$ cat config.mk
export PLATFORM = sky130hd
export DESIGN_NAME = multimode_ff_bank
export DESIGN_NICKNAME = d
export VERILOG_FILES = /design/src/rtl/multimode_ff_bank.sv
export SDC_FILE = /design/constraint.sdc
export NUM_CORES = 1
export LEC_CHECK = 0
export CORE_ASPECT_RATIO = 0.8
export CORE_MARGIN = 2
export CORE_UTILIZATION = 45
export CTS_CLUSTER_SIZE = 14
export DETAILED_ROUTE_END_ITERATION = 6
export GPL_ROUTABILITY_DRIVEN = 0
export PLACE_DENSITY = 0.83
export SLEW_MARGIN = 20
export SYNTH_ARGS = -nofsm -noshare
export SYNTH_HDL_FRONTEND = slang
export SYNTH_SLANG_ARGS = --single-unit
export TNS_END_PERCENT = 1
$ cat constraint.sdc
create_clock -name clk_tb -period 3.3 [get_ports clk_tb]
set_clock_uncertainty 0.15 [all_clocks]
set_input_delay 0.66 -clock clk_tb [delete_from_list [all_inputs] [get_ports clk_tb]]
set_output_delay 0.66 -clock clk_tb [all_outputs]
set_load 0.01 [all_outputs]
$ cat src/rtl/multimode_ff_bank.sv
// multimode_ff_bank
//   WIDTH-bit register bank whose bits behave as D, T, SR or JK flip-flops.
//   The mode is chosen at run time and latched: a mode load on an edge takes
//   effect from the following edge. The bank also provides an update enable,
//   a synchronous clear, a sticky SR-illegal flag and a saturating counter of
//   edges on which q changed.
module multimode_ff_bank #(
    parameter int               WIDTH    = 8,
    parameter logic [WIDTH-1:0] RST_VAL  = 8'h00,
    parameter logic [1:0]       DEF_MODE = 2'b00,
    parameter int               CNT_W    = 8
) (
    input  logic             clk_tb,
    input  logic             rstn_tb,
    input  logic [WIDTH-1:0] a,
    input  logic [WIDTH-1:0] b,
    input  logic             en,
    input  logic             sclr,
    input  logic [1:0]       mode_in,
    input  logic             mode_ld,
    input  logic             stat_clr,
    output logic [WIDTH-1:0] q,
    output logic [WIDTH-1:0] qbar,
    output logic [1:0]       mode_q,
    output logic             err_sr,
    output logic [CNT_W-1:0] chg_cnt
);

    typedef enum logic [1:0] {
        MODE_D  = 2'b00,
        MODE_T  = 2'b01,
        MODE_SR = 2'b10,
        MODE_JK = 2'b11
    } mode_e;

    localparam logic [CNT_W-1:0] CNT_MAX = {CNT_W{1'b1}};

    mode_e            mode_r;
    logic [WIDTH-1:0] q_r;
    logic [WIDTH-1:0] ff_nxt;
    logic [WIDTH-1:0] q_nxt;
    logic             q_changes;
    logic             sr_illegal;
    logic             err_r;
    logic [CNT_W-1:0] cnt_r;

    // Per-bit flip-flop characteristic equations for the active mode.
    always_comb begin
        // NOTE: every combinational output gets a default before the case so
        // no path leaves it unassigned, which would infer a latch.
        ff_nxt = q_r;
        case (mode_r)
            // D: follow a, b unused.
            MODE_D:  ff_nxt = a;
            // T: toggle where a is set, b unused.
            MODE_T:  ff_nxt = q_r ^ a;
            // SR: set on S only, clear on R only, hold on 00 and on 11.
            MODE_SR: ff_nxt = (q_r | (a & ~b)) & ~(b & ~a);
            // JK: Q+ = J~Q + ~KQ gives hold/set/clear/toggle.
            MODE_JK: ff_nxt = (a & ~q_r) | (~b & q_r);
            default: ff_nxt = q_r;
        endcase
    end

    // Register priority: synchronous clear, then enabled update, else hold.
    always_comb begin
        q_nxt = q_r;
        if (sclr) begin
            q_nxt = RST_VAL;
        end else if (en) begin
            q_nxt = ff_nxt;
        end
    end

    // Event detection feeding the status registers.
    always_comb begin
        q_changes  = (q_nxt != q_r);
        sr_illegal = en && !sclr && (mode_r == MODE_SR) && |(a & b);
    end

    // Bit-bank state register.
    always_ff @(posedge clk_tb or negedge rstn_tb) begin
        // NOTE: state registers use non-blocking assignments so every flop
        // samples pre-edge values regardless of statement order.
        if (!rstn_tb) begin
            q_r <= RST_VAL;
        end else begin
            q_r <= q_nxt;
        end
    end

    // Latched mode: the edge that loads it still uses the old mode above.
    always_ff @(posedge clk_tb or negedge rstn_tb) begin
        if (!rstn_tb) begin
            mode_r <= mode_e'(DEF_MODE);
        end else if (mode_ld) begin
            mode_r <= mode_e'(mode_in);
        end
    end

    // Sticky SR-illegal flag; a new set beats a simultaneous clear.
    always_ff @(posedge clk_tb or negedge rstn_tb) begin
        if (!rstn_tb) begin
            err_r <= 1'b0;
        end else if (sr_illegal) begin
            err_r <= 1'b1;
        end else if (stat_clr) begin
            err_r <= 1'b0;
        end
    end

    // Saturating change counter; a clear beats a simultaneous increment.
    always_ff @(posedge clk_tb or negedge rstn_tb) begin
        if (!rstn_tb) begin
            cnt_r <= '0;
        end else if (stat_clr) begin
            cnt_r <= '0;
        end else if (q_changes && (cnt_r != CNT_MAX)) begin
            cnt_r <= cnt_r + 1'b1;
        end
    end

    // Outputs; qbar is derived from q so it tracks q even during reset.
    always_comb begin
        q       = q_r;
        qbar    = ~q_r;
        mode_q  = mode_r;
        err_sr  = err_r;
        chg_cnt = cnt_r;
    end

endmodule
* Word level (Yosys, flattened, before mapping)
Index checks and enable logic that the tools add are counted.
Word-level totals: register bits 19, input port bits 24, output and inout bits 27, word-level logic and storage cells 39
Operators by class: $add $sub $neg 1, mux-type cells 7, bitwise logic cells 13, reduce and logical (&&, ||, !) cells 9, equal/unequal tests 5
Operator list (count):
- $and A8 B8 Y8 | 6
- $mux W8 | 4
- $not A8 Y8 | 4
- $pmux W8 S4 | 1
- $or A8 B8 Y8 | 2
- $add A8 B1 Y8 const B | 1
- $ne A8 B8 Y1 | 1
- $ne A8 B8 Y1 const B | 1
- $reduce_or A8 Y1 | 1
- $xor A8 B8 Y8 | 1
- $eq A2 B2 Y1 const B | 2
- $logic_and A1 B1 Y1 | 4
- $reduce_bool A2 Y1 | 2
- $eq A2 B1 Y1 const B | 1
- $logic_not A2 Y1 | 1
- $mux W1 | 2
- $logic_not A1 Y1 | 1

* Depth between registers and ports, before layout
depth in word-level cells 11, mapped depth 10, depth with buffers taken out 7

* Worst setup path before layout
OpenSTA, ideal clock, no wires.
kind in2reg, from in en, to reg cnt_r[4] (netlist: chg_cnt[4]), buffers on the path 2, arrival time 2.252 ns, stages 9, data required time 3.031 ns, setup slack 0.779 ns, setup time 0.119 ns, cell sequence clkbuf_2 -> inv_1 -> o41a_1 -> mux2i_1 -> nand4_1 -> nor4_4 -> buf_4 -> o31a_1 -> o21a_1
On the way: cells in the longest elaborated chain, start to end 5
RTL lines:
- start: declaration | RTL line 17 | input logic en,
- $mux W8 | RTL line 70 | end else if (en) begin
- $mux W8 | RTL line 68 | if (sclr) begin
- $ne A8 B8 Y1 | RTL line 77 | q_changes = (q_nxt != q_r);
- $logic_and A1 B1 Y1 | RTL line 118 | end else if (q_changes && (cnt_r != CNT_MAX)) begin
- $reduce_bool A2 Y1 (no line)
- end signal: assignment | RTL line 119 | cnt_r <= cnt_r + 1'b1;
- end: declaration | RTL line 45 | logic [CNT_W-1:0] cnt_r;
No other way between the ends. A chain may end at the register's enable or synchronous reset.

* Worst setup path in the final report
from in en, to reg cnt_r[0] (netlist: chg_cnt[0])
On the way: cells in the longest elaborated chain, start to end 5
RTL lines:
- $mux W8 | RTL line 70
- $mux W8 | RTL line 68
- via q_nxt[3] | RTL line 41 | logic [WIDTH-1:0] q_nxt;
- $ne A8 B8 Y1 | RTL line 77
- $logic_and A1 B1 Y1 | RTL line 118
- $reduce_bool A2 Y1 (no line)
The timed path passes the listed nets, and every way through them passes these cells.

==> results.cfg <==
[clock_network]
h-tree-depth = 1
cts_sinks = 19
clkTransAtPathRegs_ns = 0.07
clockBufferDepth = 2
cts_buffers = 3
cts_hold_buf = 0
post_cts_buffers = 0
cts_root_buffer = clkbuf_8
cts_resized = 0
tritoncts = done
insertion_delay_ns = 0.26

[yosys]
muxShareOfSynthArea = 0.0453
synth_top_area_frac = 0.331
synthFlopType = dfrtp_1
synth_top_family_by_area = compound AO/OA/AOI/OAI gates
synthSimpleGateAreaFrac = 0.210
yosys_warnings = 0
synth-xor-area-share = 0.0183
ys_types = 52
avgSynthCellArea_um2 = 8.76
async_reset_ff_frac = 1.00
synth_fp_nets = 189
synth_edf_count = 0
synthAdderAreaFrac = 0.00871
synth_seq_area_share = 0.331
synth_top_area_cell = dfrtp_1
synthCells = 164
yosys-top-cells-area = dfrtp_1, a21oi_1, inv_1, nor2_1, nand2b_1
synth_area_um2 = 1440
ys_seq_elements = 19
synth_compound_area_frac = 0.319

[grt]
grt_max_degree = 20
gr-total-overflow = 0
track_usage = 0.267
grt_pass1_wl_um = 7100
antenna_found_initial = 0
grt_pass1_vias = 1475

[worst_hold_path]
worstHoldStart = err_sr$_DFFE_PN0P_
min_to = err_sr$_DFFE_PN0P_
hold_depth = 1
hold_class = flop to flop

[floorplanning]
fp.dieW_um = 67.2
die_area_um2 = 3660
rows = 18
core_um2 = 3060
die_y_um = 54.5
start_util = 0.469
boundaryPins = 51

[worst_setup_path]
crit_arrival_ns = 3.02
critPathMaxStageDelay_ns = 0.48
crit_chain = clkdlybuf4s50_1 -> buf_4 -> a21oi_1 -> a311oi_1 -> o31a_1 -> xnor2_1 -> nor4_4 -> buf_4 -> a21oi_1 -> mux2_1
r2r-start = mode_q[1]$_DFFE_PN0P_
end_kind = flop
cp.required_ns = 3.29
rr_endpoint = chg_cnt[0]$_DFFE_PN0P_
cp_max_fo = 15
reg2reg_slack_ns = 0.50
critPathLaunchType = input port
cpMaxStageDelayCell = clkdlybuf4s50_1
critical_path_class = input port to flop
rr_worst_depth = 9

[drt]
via_per_inst = 6.12
wl_per_cell_um = 17.2
drtIter0Drc = 174
ant_nets = 0
drc = 0
wl_um = 4410
vias = 1566
dr.pass1.iters = 4

[timing]
fmax_ghz = 0.330
fin_crit_ns = 3.03
finalCritPeriodShare = 0.918
maxSlewHeadroom = 0.432
rsz0062_at_grt = no
finalWorstSetupSlack_ns = 0.270
fin_setup_tns_ns = 0
worst_pin_slew_ns = 0.849
finalMaxSlewViolations = 0
hold_viol = 0
setup_viol_count_final = 0

[cells_and_area]
syn2layout_area_growth_pct = 41.2
fillers = 275
fin_nets = 242
final_common_cell = clkdlybuf4s50_1
n_antenna_cell = 0
final_cell_mix = clkdlybuf4s50_1, dfrtp_1, a21oi_1, inv_1, nor2_1
drive_gt1_frac = 0.0926

[pwr]
leakage_nw = 0.788
ir_worst_vdd_mv = 0.307
powerDensity_nw_per_um2 = 346

[job]
maxCapViolCount = 0

[run_status]
status = finished, final reports clean

[placement]
pre_cts_ws_ns = 0.0356
io_buffers = 50
hpwl_um = 3380
-- per-layer routing --
layer	wire length, um	up-vias	GRT usage
li1	-	726	-
met1	1880	757	0.352
met2	2110	77	0.429
met3	363	6	0.0514
met4	59	0	0.119
met5	0	-	0
-- critical path: cells and delay by family --
kind,cells,cell delay (ns)
buffers and inverters,3,0.88
AO/OA/AOI/OAI,4,0.83
multiplexers,1,0.36
XOR/XNOR,1,0.19
AND/OR/NAND/NOR,1,0.08
-- power breakdown --
part | leakage (nW) | switching [W] | internal [W]
logic | 0.512 | 0.000129 | 0.000135
clock network | 0.0228 | 0.0000786 | 0.0000860
registers | 0.254 | 0.0000227 | 0.000251
-- area by class of cell --
| cell class | count | area, um^2 | share of cell area |
|---|---|---|---|
| repair buffers | 56 | 546 | 0.269 |
| well taps | 40 | 50.0 | 0.0247 |
| flip-flops and latches | 19 | 475 | 0.234 |
| clock buffers | 4 | 45.0 | 0.0222 |
| multi-input cells | 124 | 863 | 0.426 |
| inverters | 13 | 48.8 | 0.0241 |
-- synthesized netlist by cell type, types with 3 or more instances --
library cell  instances
a211oi_1              3
a21bo_2               3
a21boi_0              3
a21oi_1              16
a22oi_1               4
dfrtp_1              19
inv_1                13
nand2_1               8
nand2b_1              5
nand3_1               5
nand3b_1              4
nand4_1               4
nor2_1               10
nor2b_1               4
nor3_1                3
o21ai_0               5
o31a_1                3
or3_1                 3
xnor2_1               3
-- through the flow --
stage | cells | total power, W | area (um^2) | hold slack [ns] | util
4_1_cts | 256 | 0.000701 | 2030 | 0.390 | 0.662
5_1_grt | 256 | 0.000742 | 2030 | 0.402 | 0.662
3_5_place_dp | 252 | 0.000539 | 1980 | 0.363 | 0.647
3_3_place_gp | 252 | 0.000528 | 1980 | 0.342 | 0.647
6_report | 256 | 0.000702 | 2030 | 0.388 | 0.662
2_1_floorplan | 164 | 0.000412 | 1440 | 0.214 | -
-- registers in the layout, indices dropped and copies added, names as in the netlist --
signal and flops:
err_sr 1, q 8, chg_cnt 8, mode_q 2
-- logic make-up after synthesis --
group / after synthesis
AOI/OAI and AO/OA: 61
xor gates and xnor gates: 3
adders and majority gates: 1
buffers and inverters: 21
DFF: 19
muxes: 6
and+or+nand+nor: 53
-- how the worst max path moves through the flow --
| stage | startpoint | endpoint | slack [ns] | depth (start not counted) |
|---|---|---|---|---|
| 2_1_floorplan | en | chg_cnt[4]$_DFFE_PN0P_ | 0.78 | 9 |
| 3_3_place_gp | a[0] | chg_cnt[0]$_DFFE_PN0P_ | 0.14 | 9 |
| 3_5_place_dp | en | chg_cnt[0]$_DFFE_PN0P_ | 0.04 | 10 |
| 4_1_cts | en | chg_cnt[0]$_DFFE_PN0P_ | 0.30 | 10 |
| 5_1_grt | a[0] | chg_cnt[0]$_DFFE_PN0P_ | 0.16 | 9 |
| 6_report | en | chg_cnt[0]$_DFFE_PN0P_ | 0.27 | 10 |
(Power assumes the default switching activity.)
